[config.mk]
export PLATFORM = sky130hd
export DESIGN_NAME = uart_cmd_rx
export DESIGN_NICKNAME = d
export VERILOG_FILES = /design/src/rtl/uart_cmd_rx.sv
export SDC_FILE = /design/constraint.sdc
export NUM_CORES = 1
export LEC_CHECK = 0
export CAP_MARGIN = 5
export CORE_MARGIN = 8
export CORE_UTILIZATION = 55
export DETAILED_ROUTE_END_ITERATION = 10
export GPL_ROUTABILITY_DRIVEN = 0
export HOLD_SLACK_MARGIN = 0.06
export PLACE_DENSITY = 0.85
export SLEW_MARGIN = 20
export SYNTH_ARGS = -nofsm -noshare
export SYNTH_HDL_FRONTEND = slang
export SYNTH_SLANG_ARGS = --single-unit
export TNS_END_PERCENT = 20
[constraint.sdc]
create_clock -name clk -period 5.7 [get_ports clk]
set_input_delay 1.425 -clock clk [delete_from_list [all_inputs] [get_ports clk]]
set_output_delay 1.425 -clock clk [all_outputs]
set_load 0.05 [all_outputs]
[src/rtl/uart_cmd_rx.sv]
// 8N1 UART receiver with servo command filter: a byte is accepted into a held
// command register, rejected as out of range, or flagged as a framing error.
module uart_cmd_rx #(
    parameter int unsigned BAUD_DIV  = 5208,
    parameter logic [7:0]  CMD_MIN   = 8'd49,
    parameter logic [7:0]  CMD_MAX   = 8'd52,
    parameter logic [7:0]  RESET_CMD = 8'd49,
    parameter bit          FILTER_EN = 1'b1
) (
    input  logic       clk,
    input  logic       rst_n,
    input  logic       rx,
    output logic [7:0] cmd_out,
    output logic       rx_done,
    output logic       cmd_reject,
    output logic       frame_err,
    output logic       busy
);

    localparam logic [15:0] CNT_LAST = 16'(BAUD_DIV - 1);
    localparam logic [15:0] CNT_HALF = 16'(BAUD_DIV / 2 - 1);

    typedef enum logic [1:0] {
        IDLE  = 2'd0,
        START = 2'd1,
        DATA  = 2'd2,
        STOP  = 2'd3
    } state_t;

    state_t      state_q, state_d;
    logic [15:0] cnt_q, cnt_d;
    logic [2:0]  bit_idx_q, bit_idx_d;
    logic [7:0]  shift_q, shift_d;
    logic [7:0]  cmd_q, cmd_d;
    logic        done_q, done_d;
    logic        rej_q, rej_d;
    logic        ferr_q, ferr_d;
    logic        busy_q, busy_d;

    logic rx_meta_q, rx_sync_q, rx_dly_q;
    logic start_det;
    logic accept;

    assign start_det = !rx_sync_q && rx_dly_q;
    assign accept    = !FILTER_EN || ((shift_q >= CMD_MIN) && (shift_q <= CMD_MAX));

    always_comb begin
        state_d   = state_q;
        cnt_d     = cnt_q;
        bit_idx_d = bit_idx_q;
        shift_d   = shift_q;
        cmd_d     = cmd_q;
        done_d    = 1'b0;
        rej_d     = 1'b0;
        ferr_d    = 1'b0;
        case (state_q)
            IDLE: begin
                if (start_det) begin
                    state_d = START;
                    cnt_d   = 16'd0;
                end
            end
            START: begin
                // Mid-start-bit check filters out glitches shorter than half a bit
                if (cnt_q == CNT_HALF) begin
                    cnt_d = 16'd0;
                    if (rx_sync_q) begin
                        state_d = IDLE;
                    end else begin
                        state_d   = DATA;
                        bit_idx_d = 3'd0;
                    end
                end else begin
                    cnt_d = cnt_q + 16'd1;
                end
            end
            DATA: begin
                if (cnt_q == CNT_LAST) begin
                    cnt_d              = 16'd0;
                    shift_d[bit_idx_q] = rx_sync_q;
                    if (bit_idx_q == 3'd7) begin
                        state_d = STOP;
                    end else begin
                        bit_idx_d = bit_idx_q + 3'd1;
                    end
                end else begin
                    cnt_d = cnt_q + 16'd1;
                end
            end
            STOP: begin
                if (cnt_q == CNT_LAST) begin
                    cnt_d   = 16'd0;
                    state_d = IDLE;
                    if (!rx_sync_q) begin
                        ferr_d = 1'b1;
                    end else if (accept) begin
                        cmd_d  = shift_q;
                        done_d = 1'b1;
                    end else begin
                        rej_d = 1'b1;
                    end
                end else begin
                    cnt_d = cnt_q + 16'd1;
                end
            end
            default: state_d = IDLE;
        endcase
        busy_d = (state_d != IDLE);
    end

    always_ff @(posedge clk or negedge rst_n) begin
        if (!rst_n) begin
            rx_meta_q <= 1'b1;
            rx_sync_q <= 1'b1;
            rx_dly_q  <= 1'b1;
            state_q   <= IDLE;
            cnt_q     <= 16'd0;
            bit_idx_q <= 3'd0;
            shift_q   <= 8'd0;
            cmd_q     <= RESET_CMD;
            done_q    <= 1'b0;
            rej_q     <= 1'b0;
            ferr_q    <= 1'b0;
            busy_q    <= 1'b0;
        end else begin
            rx_meta_q <= rx;
            rx_sync_q <= rx_meta_q;
            rx_dly_q  <= rx_sync_q;
            state_q   <= state_d;
            cnt_q     <= cnt_d;
            bit_idx_q <= bit_idx_d;
            shift_q   <= shift_d;
            cmd_q     <= cmd_d;
            done_q    <= done_d;
            rej_q     <= rej_d;
            ferr_q    <= ferr_d;
            busy_q    <= busy_d;
        end
    end

    assign cmd_out    = cmd_q;
    assign rx_done    = done_q;
    assign cmd_reject = rej_q;
    assign frame_err  = ferr_q;
    assign busy       = busy_q;

endmodule

Word-level counts from Yosys, hierarchy flattened:

Index checks and enable logic that the tools add are counted.

* register bits: 44
* RAM bits: 0
* output and inout bits: 12
* bits of input ports: 3
* bits in read-only memories: 0
* bits in latches: 0
* memories kept: 0
* logic and storage cells: 70

* add/subtract/negate cells: 2
* muxes and demuxes: 30
* reductions and logical operators: 11
* bitwise operators: 0
* order comparisons: 4
* divide/modulo/power cells: 0
* shift operators: 0
* equality and inequality tests: 11
* multipliers: 0

Operator list (count)
* $mux W16: 3
* $pmux W16 S3: 1
* $add A16 B1 Y16 const B: 1
* $eq A16 B12 Y1 const B: 1
* $eq A16 B13 Y1 const B: 1
* $mux W1: 12
* $mux W2: 6
* $mux W3: 4
* $ne A2 B2 Y1 const B: 5
* $bwmux W8: 1
* $ge A8 B6 Y1 const B: 1
* $le A8 B6 Y1 const B: 1
* $pmux W2 S4: 1
* $pmux W3 S2: 1
* $reduce_and A5 Y1: 1
* $eq A2 B2 Y1 const B: 2
* $lt A3 B4 Y1 const B: 1
* $reduce_and A4 Y1: 1
* $reduce_bool A2 Y1: 2
* $add A3 B1 Y3 const B: 1
* $demux W1 S3: 1
* $eq A3 B3 Y1 const B: 1
* $ge A3 B1 Y1 const B: 1
* $logic_and A1 B1 Y1: 3
* 5 further kinds: 5

Longest topological paths before layout:

* depth after elaboration: 6
* mapped depth: 7
* gate-level depth less buffers: 6

Worst setup path after synthesis:

OpenSTA, ideal clock, no wires.

* path type: flip-flop to flip-flop
* start: register cnt_q[0]
* end: register shift_q[3]
* library setup time: 0.128 ns
* path buffers: 0
* slack: 3.567 ns
* data required time: 5.572 ns
* period minus slack after synthesis: 2.133 ns
* arrival time: 2.005 ns
* cell stages (with the launch flop): 7
* cell sequence: dfrtp_1 > ha_1 > nor4b_4 > nand3_2 > or4_4 > nor3b_2 > mux2_1

* word-level cells in the longest chain between the ends: 2

RTL lines
* start: declaration: RTL line 31 `logic [15:0] cnt_q, cnt_d;`
* start signal: assignment: RTL line 130 `cnt_q <= cnt_d;`
* $eq A16 B13 Y1: RTL line 78 `if (cnt_q == CNT_LAST) begin`
* $reduce_and A2 Y1 (no source line)
* end signal: assignment: RTL line 132 `shift_q <= shift_d;`
* end: declaration: RTL line 33 `logic [7:0] shift_q, shift_d;`

No other way between the ends.
A chain may end at the register's enable or synchronous reset.

Worst setup path in the final report:

* start: register cmd_q[5], in the netlist cmd_out[5]
* end: output port cmd_out[5]

RTL lines
* start: declaration: RTL line 34 `logic [7:0] cmd_q, cmd_d;`
* start signal: assignment: RTL line 133 `cmd_q <= cmd_d;`
* end: declaration: RTL line 13 `output logic [7:0] cmd_out,`

No word-level cell between the ends.

==> results_dict.tcl <==
set metrics [dict create \
    status "finished clean" \
    hpwl_um 2817 \
    fin_util 0.6325 \
    syn_inst 211 \
    cts_root_buf "clkbuf_8" \
    cts-htree-levels 2 \
    cts_tree "yes" \
    grt_pass1_wl_um 7238 \
    end_kind "output pin" \
    syn2layout_area_growth_pct 12.16 \
    finalHoldViolCount 0 \
    synth_edf_count 0 \
    synth-seq-area-share 0.4986 \
    grt.total_usage 0.1416 \
    cpLargestDelayFamily "buffers and inverters" \
    cts_setup_buffers 0 \
    die_h_um 79.58 \
    avgSynthCellArea_um2 10.54 \
    netlist_area_mm2 0.002223 \
    ys_ff_latch 44 \
    power.density_mw_per_mm2 280.4 \
    cap_violations 0 \
    critPathMaxStageDelay_ns 0.79 \
    cts_buffer_depth 2 \
    clk_pin_slew_ns 0.09 \
    drtIter0Drc 159 \
    postCtsHoldBufs 0 \
    hp-class "reg2reg" \
    final-setup-viol-count 0 \
    antenna_cells 0 \
    num_vias 1604 \
    drive_gt1_frac 0.1607 \
    avgRoutedWirePerCell_um 14.73 \
    critical_path_required_ns 4.28 \
    crit_fanout 2 \
    min_period_ns 3.053 \
    fin_cells 274 \
    critPathKind "reg2out" \
    nNetsFinal 229 \
    yosysWarningCount 0 \
    final_common_cell "dfrtp_1" \
    total_power_uw 699.3 \
    dp.cells 266 \
    grt_max_degree 45 \
    grt_pass1_vias 1529 \
    overflow 0 \
    clock.fmax_mhz 327.5 \
    max-slew-margin-rel 0.3517 \
    clkSinkCount 44 \
    wirelength_um 4035 \
    clock_latency_ns 0.30 \
    initial_utilization 0.5639 \
    cts_buffers 5 \
    ant_nets 0 \
    grt_setup_unrepaired "no" \
    maxSlewViolCount 0 \
    synth_top_area_frac 0.4277 \
    fin_setup_tns_ns 0 \
    coreArea_mm2 0.003943 \
    die_area_mm2 0.006333 \
    drc 0 \
    die_x_um 79.58 \
    yosys.cell_types.count 45 \
    crit_chain "clkdlybuf4s50_1" \
    path_buf_inv 1 \
    tightest_slew_ns 0.9724 \
    synth_largest_area_cell "dfrtp_1" \
    crit_slowest_cell "clkdlybuf4s50_1" \
    io_pins 15 \
    fin_crit_sh 0.5356 \
    synth-main-ff-cell "dfrtp_1" \
    final_cell_mix "38 x dfrtp_1, 15 x nor2_1, 15 x o21ai_0" \
    placementRows 23 \
    arrival_ns 1.63 \
    ir_drop_uv 211.5 \
    synth_nets 217 \
    synth_area_leaders "dfrtp_1 43%, dfstp_2 7.1%, mux2_2 4.6%" \
    startpoint_type "flop" \
    drt_pass1_iterations 4 \
    skew_ns 0.007327 \
    nFillCells 296 \
    antenna_found_initial 0 \
    async_flop_share 1.000 \
    p_leak_nw 1.150 \
    port_buffers 14 \
    cts_resized 0 \
    via_per_inst 5.854 \
]
-- metrics by stage --
| step | cell area [um2] | hold WS (ns) | setup slack (ns) |
|---|---|---|---|
| after floorplan | 2223 | 0.3452 | 3.567 |
| after global placement | 2377 | 0.3464 | 2.978 |
| after detailed placement | 2377 | 0.3588 | 2.970 |
| after CTS | 2494 | 0.3712 | 2.635 |
| after global routing | 2494 | 0.3794 | 2.597 |
| final | 2494 | 0.3696 | 2.647 |
-- cell families after synthesis --
| kind of cell | count (synthesis) | synth area share |
|---|---|---|
| fa+ha+maj | 3 | 0.01688 |
| compound gates | 36 | 0.1035 |
| buf+inv | 16 | 0.03151 |
| mux | 12 | 0.06021 |
| flops | 44 | 0.4986 |
| xor+xnor | 5 | 0.01970 |
| simple gates | 95 | 0.2695 |
-- cells in the mapped netlist (2+ instances only) --
master	count
and3_1	4
nand2b_1	2
a21oi_1	3
o22ai_1	2
nor3b_1	8
nand2_1	12
nor4_1	6
dfstp_2	6
o21ai_0	15
inv_1	7
mux2_2	9
xnor2_1	4
nor3_2	2
ha_1	3
mux2_1	2
dfrtp_1	38
nor3_1	7
nand4_1	5
clkbuf_1	4
nand3b_1	2
and2_1	3
nor2b_1	6
buf_4	2
buf_2	2
a21o_1	12
nor2_1	15
nor3b_2	2
or3_1	2
or2_2	3
nand3_1	7
nor4bb_1	2
-- registers in the layout (all words and copies together) (netlist names), 2 cells and up --
| name | cells |
|---|---|
| bit_idx_q | 3 |
| shift_q | 8 |
| state_q | 2 |
| cmd_out | 8 |
| cnt_q | 16 |
-- where the power goes --
group | internal, mW | switching [mW]
clock | 0.132 | 0.111
sequential | 0.336 | 0.0397
combinational | 0.0402 | 0.0405
total | 0.508 | 0.191
-- path summary, 6_finish.rpt --
check | startpoint | end | slack, ns | depth (start not counted)
max in group asynchronous | rst_n | cnt_q[11] | 3.84 | 1
min in group asynchronous | rst_n | cnt_q[10] | 1.27 | 1
max reg2reg | cnt_q[0] | cnt_q[6] | 3.03 | 6
min reg2reg | rx_meta_q | rx_sync_q | 0.37 | 0
min | rx_meta_q | rx_sync_q | 0.37 | 0
max | cmd_out[5] | cmd_out[5] | 2.65 | 1
-- final cells by class --
cell class                      count  area [um2]  area share
Tap cell                           50       62.56     0.02509
Clock inverter                      3       47.55     0.01907
Multi-Input combinational cell    151        1045      0.4190
Inverter                            7       26.28     0.01054
Timing Repair Buffer               14       135.1     0.05419
Clock buffer                        5       68.82     0.02760
Sequential cell                    44        1109      0.4446
-- metal layers --
metal	track usage	wire [um]	vias up	part of all wire
li1	-	-	784	-
met1	0.1910	1969	784	0.49
met2	0.2127	1812	29	0.45
met3	0.04054	204	7	0.051
met4	0.04630	49	0	0.012
met5	0	0	-	0
Note: power is estimated with default switching activity, not from simulation.
